`src/rtl/control_unit.sv`:
```
// control_unit: multi-cycle instruction sequencer for a simple register datapath.
// Walks FETCH/DECODE/EXEC/MEM/WB/WRITE, raising datapath strobes from state and
// the latched opcode, with a memory wait watchdog that forces FAULT.
// Optional feature macro: CU_MULDIV_EN enables multi-cycle mul/div; when it is
// undefined mul/div decode as illegal opcodes.
module control_unit #(
  parameter int MEM_TIMEOUT   = 15,
  parameter int MULDIV_CYCLES = 32
) (
  input  logic        iClk,
  input  logic        iRst,
  input  logic        iRun,
  input  logic [31:0] iInstr,
  input  logic        iCond,
  input  logic        iMemReady,
  output logic        ir_enable,
  output logic        ra_enable,
  output logic        rb_enable,
  output logic        rm_enable,
  output logic        rz0_enable,
  output logic        rz1_enable,
  output logic        ry_enable,
  output logic        rf_write,
  output logic        mb_select,
  output logic [1:0]  my_select,
  output logic [1:0]  mc_select,
  output logic [3:0]  alu_control,
  output logic        oMemRead,
  output logic        oMemWrite,
  output logic        oAddrSel,
  output logic        oPcInc,
  output logic        oPcLoad,
  output logic        oHalt,
  output logic        oFault,
  output logic [3:0]  oState
);

  typedef enum logic [3:0] {
    S_FETCH  = 4'd0,
    S_DECODE = 4'd1,
    S_EXEC   = 4'd2,
    S_MEM    = 4'd3,
    S_WB     = 4'd4,
    S_WRITE  = 4'd5,
    S_HALT   = 4'd6,
    S_FAULT  = 4'd7
  } state_e;

  typedef enum logic [4:0] {
    OP_LD   = 5'b00000,
    OP_LDI  = 5'b00001,
    OP_ST   = 5'b00010,
    OP_ADD  = 5'b00011,
    OP_SUB  = 5'b00100,
    OP_AND  = 5'b00101,
    OP_OR   = 5'b00110,
    OP_ADDI = 5'b01100,
    OP_ANDI = 5'b01101,
    OP_ORI  = 5'b01110,
    OP_MUL  = 5'b01111,
    OP_DIV  = 5'b10000,
    OP_BR   = 5'b10010,
    OP_JAL  = 5'b10100,
    OP_NOP  = 5'b11010,
    OP_HALT = 5'b11011
  } op_e;

  localparam int WW = (MEM_TIMEOUT > 1) ? $clog2(MEM_TIMEOUT) : 1;
  localparam logic [WW-1:0] WAIT_LAST = WW'(MEM_TIMEOUT - 1);

  state_e          state_q;
  op_e             op_q;
  logic            req_q;   // fetch request outstanding while in FETCH
  logic [WW-1:0]   wait_q;  // cycles of the current memory request without ready
  op_e             op_in;
  logic            unused_bits;

`ifdef CU_MULDIV_EN
  localparam int MDW = (MULDIV_CYCLES > 1) ? $clog2(MULDIV_CYCLES) : 1;
  localparam logic [MDW-1:0] MD_LAST = MDW'(MULDIV_CYCLES - 1);
  logic [MDW-1:0]  md_q;
  logic            md_last;
  assign md_last = (md_q == MD_LAST);
`endif

  assign op_in       = op_e'(iInstr[31:27]);
  assign unused_bits = ^{iInstr[26:0], (MULDIV_CYCLES != 0)};

  // Sequencer: state, latched opcode, fetch request flag and wait/mul-div counters.
  // Every return to FETCH samples iRun there, so a ready fetch costs no extra cycle.
  always_ff @(posedge iClk or posedge iRst) begin
    if (iRst) begin
      state_q <= S_FETCH;
      op_q    <= OP_NOP;
      req_q   <= 1'b0;
      wait_q  <= '0;
`ifdef CU_MULDIV_EN
      md_q    <= '0;
`endif
    end else begin
      case (state_q)
        S_FETCH: begin
          if (!req_q) begin
            req_q  <= iRun;
            wait_q <= '0;
          end else if (iMemReady) begin
            req_q   <= 1'b0;
            state_q <= S_DECODE;
          end else if (wait_q == WAIT_LAST) begin
            req_q   <= 1'b0;
            state_q <= S_FAULT;
          end else begin
            wait_q <= wait_q + WW'(1);
          end
        end
        S_DECODE: begin
          op_q <= op_in;
          case (op_in)
            OP_LD, OP_LDI, OP_ST, OP_ADD, OP_SUB, OP_AND, OP_OR,
            OP_ADDI, OP_ANDI, OP_ORI, OP_BR, OP_JAL: state_q <= S_EXEC;
            OP_MUL, OP_DIV: begin
`ifdef CU_MULDIV_EN
              md_q    <= '0;
              state_q <= S_EXEC;
`else
              state_q <= S_FAULT;
`endif
            end
            OP_NOP: begin
              state_q <= S_FETCH;
              req_q   <= iRun;
              wait_q  <= '0;
            end
            OP_HALT: state_q <= S_HALT;
            default: state_q <= S_FAULT;
          endcase
        end
        S_EXEC: begin
          case (op_q)
            OP_BR: begin
              state_q <= S_FETCH;
              req_q   <= iRun;
              wait_q  <= '0;
            end
            OP_LD, OP_ST: begin
              state_q <= S_MEM;
              wait_q  <= '0;
            end
`ifdef CU_MULDIV_EN
            OP_MUL, OP_DIV: begin
              if (md_last) state_q <= S_WB;
              else         md_q    <= md_q + MDW'(1);
            end
`endif
            default: state_q <= S_WB;
          endcase
        end
        S_MEM: begin
          if (iMemReady) begin
            if (op_q == OP_ST) begin
              state_q <= S_FETCH;
              req_q   <= iRun;
              wait_q  <= '0;
            end else begin
              state_q <= S_WB;
            end
          end else if (wait_q == WAIT_LAST) begin
            state_q <= S_FAULT;
          end else begin
            wait_q <= wait_q + WW'(1);
          end
        end
        S_WB:    state_q <= S_WRITE;
        S_WRITE: begin
          state_q <= S_FETCH;
          req_q   <= iRun;
          wait_q  <= '0;
        end
        default: state_q <= state_q;
      endcase
    end
  end

  // Strobe decode: Moore on state/opcode; fetch completion and branch load are qualified.
  always_comb begin
    ir_enable   = 1'b0;
    ra_enable   = 1'b0;
    rb_enable   = 1'b0;
    rm_enable   = 1'b0;
    rz0_enable  = 1'b0;
    rz1_enable  = 1'b0;
    ry_enable   = 1'b0;
    rf_write    = 1'b0;
    mb_select   = 1'b0;
    my_select   = 2'd0;
    mc_select   = 2'd0;
    alu_control = 4'b0000;
    oMemRead    = 1'b0;
    oMemWrite   = 1'b0;
    oAddrSel    = 1'b0;
    oPcInc      = 1'b0;
    oPcLoad     = 1'b0;
    case (state_q)
      S_FETCH: begin
        oMemRead  = req_q;
        ir_enable = req_q & iMemReady;
        oPcInc    = req_q & iMemReady;
      end
      S_DECODE: begin
        ra_enable = 1'b1;
        rb_enable = 1'b1;
      end
      S_EXEC: begin
        rz0_enable = 1'b1;
        case (op_q)
          OP_SUB:          alu_control = 4'b0001;
          OP_OR,  OP_ORI:  alu_control = 4'b0010;
          OP_AND, OP_ANDI: alu_control = 4'b0011;
          OP_DIV:          alu_control = 4'b0100;
          OP_MUL:          alu_control = 4'b0101;
          default:         alu_control = 4'b0000;
        endcase
        case (op_q)
          OP_LD, OP_LDI, OP_ADDI, OP_ANDI, OP_ORI: mb_select = 1'b1;
          OP_ST: begin
            mb_select = 1'b1;
            rm_enable = 1'b1;
          end
          OP_BR:  oPcLoad = iCond;
          OP_JAL: oPcLoad = 1'b1;
`ifdef CU_MULDIV_EN
          OP_MUL, OP_DIV: begin
            rz0_enable = md_last;
            rz1_enable = md_last;
          end
`endif
          default: mb_select = 1'b0;
        endcase
      end
      S_MEM: begin
        oAddrSel  = 1'b1;
        oMemRead  = (op_q != OP_ST);
        oMemWrite = (op_q == OP_ST);
      end
      S_WB: begin
        ry_enable = 1'b1;
        case (op_q)
          OP_LD:   my_select = 2'd2;
          OP_JAL:  my_select = 2'd3;
          default: my_select = 2'd1;
        endcase
        mc_select = (op_q == OP_JAL) ? 2'd2 : 2'd0;
      end
      S_WRITE: begin
        rf_write  = 1'b1;
        mc_select = (op_q == OP_JAL) ? 2'd2 : 2'd0;
      end
      default: ir_enable = 1'b0;
    endcase
  end

  assign oHalt  = (state_q == S_HALT);
  assign oFault = (state_q == S_FAULT);
  assign oState = state_q;

endmodule

```
`config.mk`:
```
export PLATFORM = sky130hd
export DESIGN_NAME = control_unit
export DESIGN_NICKNAME = d
export VERILOG_FILES = /design/src/rtl/control_unit.sv
export SDC_FILE = /design/constraint.sdc
export NUM_CORES = 1
export LEC_CHECK = 0
export ABC_AREA = 1
export BUFFER_PORTS_ARGS = -buffer_cell sky130_fd_sc_hd__buf_2
export CORE_ASPECT_RATIO = 1.1
export CORE_MARGIN = 2
export CORE_UTILIZATION = 34
export CTS_BUF_LIST = sky130_fd_sc_hd__clkbuf_8
export CTS_CLUSTER_SIZE = 14
export DETAILED_ROUTE_END_ITERATION = 12
export PLACE_DENSITY = 0.62
export SLEW_MARGIN = 20
export SYNTH_ARGS = -nofsm -noshare
export SYNTH_HDL_FRONTEND = slang
export SYNTH_SLANG_ARGS = --single-unit
```
`constraint.sdc`:
```
create_clock -name iClk -period 2.25 [get_ports iClk]
set_clock_uncertainty 0.1 [all_clocks]
set_input_delay 0.225 -clock iClk [delete_from_list [all_inputs] [get_ports iClk]]
set_output_delay 0.225 -clock iClk [all_outputs]
set_load 0.02 [all_outputs]
```
# Yosys cells after proc, flatten, opt, wreduce, memory -nomap -nowiden
# Index checks and enable logic that the tools add are counted.
# W data, S select, Z words.
[word_totals]
regBits = 14
inputBits = 37
word_cells = 107
out_inout_bits = 28
[op_classes]
muxes = 44
n_bitwise = 1
n_addsub = 1
reduce_logical = 15
eq_ne = 42
[op_table]
columns = ["cell", "n"]
rows = [
  ["$mux W4", 11],
  ["$eq A5 B4 Y1 const B", 7],
  ["$eq A5 B5 Y1 const B", 7],
  ["$eq A5 B3 Y1 const B", 6],
  ["$pmux W4 S6", 1],
  ["$pmux W4 S5", 1],
  ["$mux W1", 19],
  ["$eq A4 B3 Y1 const B", 4],
  ["$eq A5 B2 Y1 const B", 3],
  ["$pmux W3 S5", 1],
  ["$reduce_or A12 Y1", 1],
  ["$eq A5 B1 Y1 const B", 2],
  ["$logic_not A5 Y1", 2],
  ["$ne A2 B2 Y1 const B", 5],
  ["$reduce_and A5 Y1", 2],
  ["$pmux W3 S3", 1],
  ["$eq A4 B2 Y1 const B", 2],
  ["$reduce_or A2 Y1", 4],
  ["$mux W2", 3],
  ["$mux W3", 2],
  ["$ne A3 B3 Y1 const B", 2],
  ["$pmux W3 S2", 1],
  ["$reduce_bool A6 Y1", 1],
  ["$reduce_or A6 Y1", 1],
  ["other kinds (13)", 14],
]

# Depth between registers and ports, before layout
[depth]
word_depth = 5
mapped_depth = 11

# Worst setup path after synthesis
# No wires, ideal clock.
[synth_timing]
kind = "reg-to-output"
start = "reg state_q[2], in the netlist oState[2]"
end = "out alu_control[2]"
n_path_buf = 0
setup_slack_ps = 274
t_required_ps = 1925
path_stages_with_launch = 6
t_arrival_ps = 1651
path_cell_list = "dfrtp_1 nor2_4 inv_2 nor2_4 inv_1 a211oi_1"
[synth_between]
elab_chain_len = 2
[synth_lines]
columns = ["item", "line", "text"]
rows = [
  ["start, declared", "71", "state_e state_q;"],
  ["start signal, assigned", "179", "default: state_q <= state_q;"],
  ["$eq A4 B2 Y1", "203", "case (state_q)"],
  ["$mux W3", "203", ""],
  ["end, declared", "27", "output logic [3:0] alu_control,"],
]
# No other way between the ends.

# Worst setup path after layout
[layout_timing]
start = "reg state_q[3], in the netlist oState[3]"
end = "out alu_control[2]"
# The elaborated chain is that of the path after synthesis.

==> impl_metrics.xml <==
<?xml version="1.0" encoding="UTF-8"?>
<metrics>
  <group name="worst_setup_path">
    <metric name="cp-end-kind" unit="">primary output</metric>
    <metric name="r2r.worst_path.cells" unit="">10</metric>
    <metric name="critPathRequiredTime" unit="ns">1.92</metric>
    <metric name="r2r_start" unit="">oState[1]</metric>
    <metric name="regToRegSetupSlack" unit="ns">0.64</metric>
    <metric name="critPathMaxFanout" unit="">6</metric>
    <metric name="crit_path_launch" unit="">oState[3]</metric>
    <metric name="timing.rr.end" unit="">wait_q[2]</metric>
    <metric name="worst-endpoint-arrival" unit="ns">1.69</metric>
    <metric name="worstSetupPathType" unit="">flop to primary output</metric>
    <metric name="worst_setup_path_start_kind" unit="">flop</metric>
  </group>
  <group name="global_routing">
    <metric name="grt_remaining_overflow" unit="">0</metric>
    <metric name="grt_first_pass_wirelength" unit="mm">5.402</metric>
    <metric name="grt_util_all_layers" unit="%">14.37</metric>
    <metric name="grt_start_max_net_pins" unit="">15</metric>
    <metric name="grt_pass1_vias" unit="">1248</metric>
    <metric name="grt_antenna_before_repair" unit="">0</metric>
  </group>
  <group name="drt">
    <metric name="ant_nets" unit="">0</metric>
    <metric name="drc" unit="">0</metric>
    <metric name="dr.pass1.iters" unit="">4</metric>
    <metric name="dr_vias" unit="">1470</metric>
    <metric name="detailed_route_wire_length" unit="mm">3.095</metric>
    <metric name="drtIter0Drc" unit="">88</metric>
    <metric name="detail_route.wl_per_cell" unit="µm">9.857</metric>
    <metric name="vias_per_std_cell" unit="">4.682</metric>
  </group>
  <group name="placed_design">
    <metric name="placed_cells" unit="">309</metric>
    <metric name="routabilityCongestion" unit="">0.8097</metric>
    <metric name="dpl.hpwl" unit="mm">2.608</metric>
    <metric name="portBuffers" unit="">34</metric>
  </group>
  <group name="floorplan">
    <metric name="num_rows" unit="">24</metric>
    <metric name="placeableCoreArea" unit="µm²">3934</metric>
    <metric name="die-height" unit="µm">70.88</metric>
    <metric name="io_pins" unit="">65</metric>
    <metric name="die_width" unit="µm">64.80</metric>
    <metric name="dieArea" unit="µm²">4593</metric>
    <metric name="initial_core_util" unit="%">35.15</metric>
  </group>
  <group name="pwr">
    <metric name="design_power_total" unit="mW">0.4907</metric>
    <metric name="leakagePower" unit="nW">1.027</metric>
    <metric name="max_ir_drop_vdd" unit="mV">0.2041</metric>
    <metric name="power.density" unit="nW/µm²">301.9</metric>
  </group>
  <group name="worst_hold_path">
    <metric name="worstHoldPathType" unit="">primary input to flop</metric>
    <metric name="min_to" unit="">op_q[3]</metric>
    <metric name="holdPathStages" unit="">3</metric>
    <metric name="hold_start" unit="">iInstr[30]</metric>
  </group>
  <group name="clock_tree">
    <metric name="cts_made_buffers" unit="">3</metric>
    <metric name="cts.root.buffer_cell" unit="">clkbuf_8</metric>
    <metric name="clock_insertion_delay_worst_skew" unit="ns">0.24</metric>
    <metric name="numClockSinks" unit="">14</metric>
    <metric name="clkTransAtPathRegs" unit="ns">0.05</metric>
    <metric name="clock_tree.buffer_depth" unit="">2</metric>
    <metric name="ctsHtreeMaxLevel" unit="">1</metric>
    <metric name="tritoncts" unit="">built</metric>
    <metric name="post_cts_repair_setup_buffers" unit="">0</metric>
  </group>
  <group name="timing">
    <metric name="finalSetupViolCount" unit="">0</metric>
    <metric name="worst_pin_slew" unit="ns">0.5104</metric>
    <metric name="finalWorstPathRequiredPeriod" unit="ns">2.017</metric>
    <metric name="grt_setup_unrepaired" unit="">no</metric>
    <metric name="timing.setup.tns" unit="ns">0</metric>
    <metric name="period_share" unit="%">89.65</metric>
    <metric name="maxClockFrequency" unit="MHz">495.7</metric>
    <metric name="maxSlewHeadroom" unit="%">65.94</metric>
    <metric name="timing.final.max_slew_violations" unit="">0</metric>
    <metric name="timing_hold_violations_final" unit="">0</metric>
  </group>
  <group name="run_status">
    <metric name="run_status" unit="">completed</metric>
  </group>
  <group name="finish">
    <metric name="multi_input_gate_area" unit="µm²">830.8</metric>
    <metric name="layout_commonest_cell" unit="">nand2_1</metric>
    <metric name="area.growth.synth_to_final" unit="%">17.56</metric>
    <metric name="finish.cell_count_without_fillers" unit="">314</metric>
    <metric name="insertedDiodeCount" unit="">0</metric>
    <metric name="fillCellCount" unit="">440</metric>
    <metric name="num-nets-final" unit="">302</metric>
    <metric name="final_cell_mix" unit="">79 x nand2_1, 34 x buf_2, 33 x inv_1, 23 x nor2_1, 20 x nand3_1</metric>
    <metric name="drive_above_1_share" unit="%">23.66</metric>
    <metric name="seqCellArea" unit="µm²">354.1</metric>
    <metric name="postLayoutCoreUtil" unit="%">41.32</metric>
  </group>
  <group name="synth">
    <metric name="synth.cell_area" unit="µm²">1383</metric>
    <metric name="synth_sequential_area_ratio" unit="%">25.61</metric>
    <metric name="synth_cells" unit="">230</metric>
    <metric name="syn_avg_cell_area" unit="µm²">6.011</metric>
    <metric name="synthDistinctLibCells" unit="">28</metric>
    <metric name="ys_ff_latch" unit="">14</metric>
    <metric name="ys_warnings" unit="">0</metric>
  </group>
  <group name="run">
    <metric name="timing.max_cap.violations" unit="">0</metric>
  </group>
</metrics>
registers in the layout, summed over array words and instances, names as in the netlist:
name,flops
op_q,5
oState,4
wait_q,4
req_q,1
repair_timing:
item | in CTS | in global routing
hold endpoints to repair | 11 | 0
setup endpoints to repair | 0 | 0
hold buffers | 1 | 0
gates resized for setup | 0 | 0
Yosys cell counts:
master	number	share of area [%]
nor2_1	23	6.2
nor2_8	2	2.9
a211oi_1	2	1.1
nand3_2	2	1.4
dfstp_2	3	5.7
xnor2_1	1	0.63
ha_1	2	1.8
nand2_1	79	21
nand3_4	1	1.3
nor2_2	2	0.90
buf_2	2	0.72
o221ai_1	1	0.63
clkbuf_1	2	0.54
nor3_1	3	1.1
a21oi_1	5	1.8
nor2_4	3	2.4
inv_1	32	8.7
conb_1	1	0.27
nand3_1	20	7.2
o21ai_1	1	0.36
nand2_2	4	1.8
nand4_1	3	1.4
a31oi_1	1	0.45
buf_4	5	2.7
dfrtp_1	11	20
o211ai_1	2	1.1
o21ai_0	9	3.3
inv_2	8	2.2
metrics by stage:
stage / hold WS (ns) / worst slack [ns] / cell area, µm²
6_report: 0.1033 / 0.2328 / 1625
5_1_grt: 0.1220 / 0.1312 / 1625
4_1_cts: 0.1062 / 0.2345 / 1625
3_5_place_dp: 0.1834 / 0.5007 / 1570
3_3_place_gp: 0.1789 / 0.4840 / 1570
2_1_floorplan: 0.01207 / 0.2735 / 1390
final cells by class:
type,instances,share of cell area (%)
repair buffers,35,11.09
inverters,40,9.238
clock buffers,3,2.540
multi-input cells,169,51.12
well taps,52,4.003
flip-flops and latches,14,21.79
clock inverters,1,0.2309
worst max path at each step:
stage | slack, ns | endpoint | depth (start not counted)
floorplan | 0.27 | alu_control[2] | 5
global placement | 0.48 | alu_control[2] | 6
detailed placement | 0.50 | alu_control[2] | 6
CTS | 0.23 | alu_control[2] | 6
global route | 0.13 | alu_control[2] | 6
finish | 0.23 | alu_control[2] | 6
cell families after synthesis:
group           share of synthesized area [%]
xor+xnor                               0.6336
buf+inv                                 14.84
compound gates                          8.687
fa+ha+maj                               1.810
other cells                            0.2712
simple gates                            48.14
flops                                   25.61
critical path: stages (launching register included):
cell and delay [ns]:
dfrtp_1 0.43, nor2_4 0.19, inv_2 0.12, nor2_4 0.14
inv_1 0.12, a211oi_1 0.25, buf_2 0.21
layer usage:
metal	global-route usage, %	part of all wire [%]	vias up
li1	-	-	779
met1	21.65	52	634
met2	21.76	42	51
met3	1.272	4.9	6
met4	4.255	1.2	0
met5	0	0	-
power breakdown:
| group | switching (mW) | internal, mW | leakage, nW |
|---|---|---|---|
| Sequential | 0 | 0.252 | 0.164 |
| Combinational | 0.0268 | 0.0125 | 0.836 |
| Clock | 0.0789 | 0.120 | 0.0269 |
Note: power is estimated with default switching activity, not from simulation.
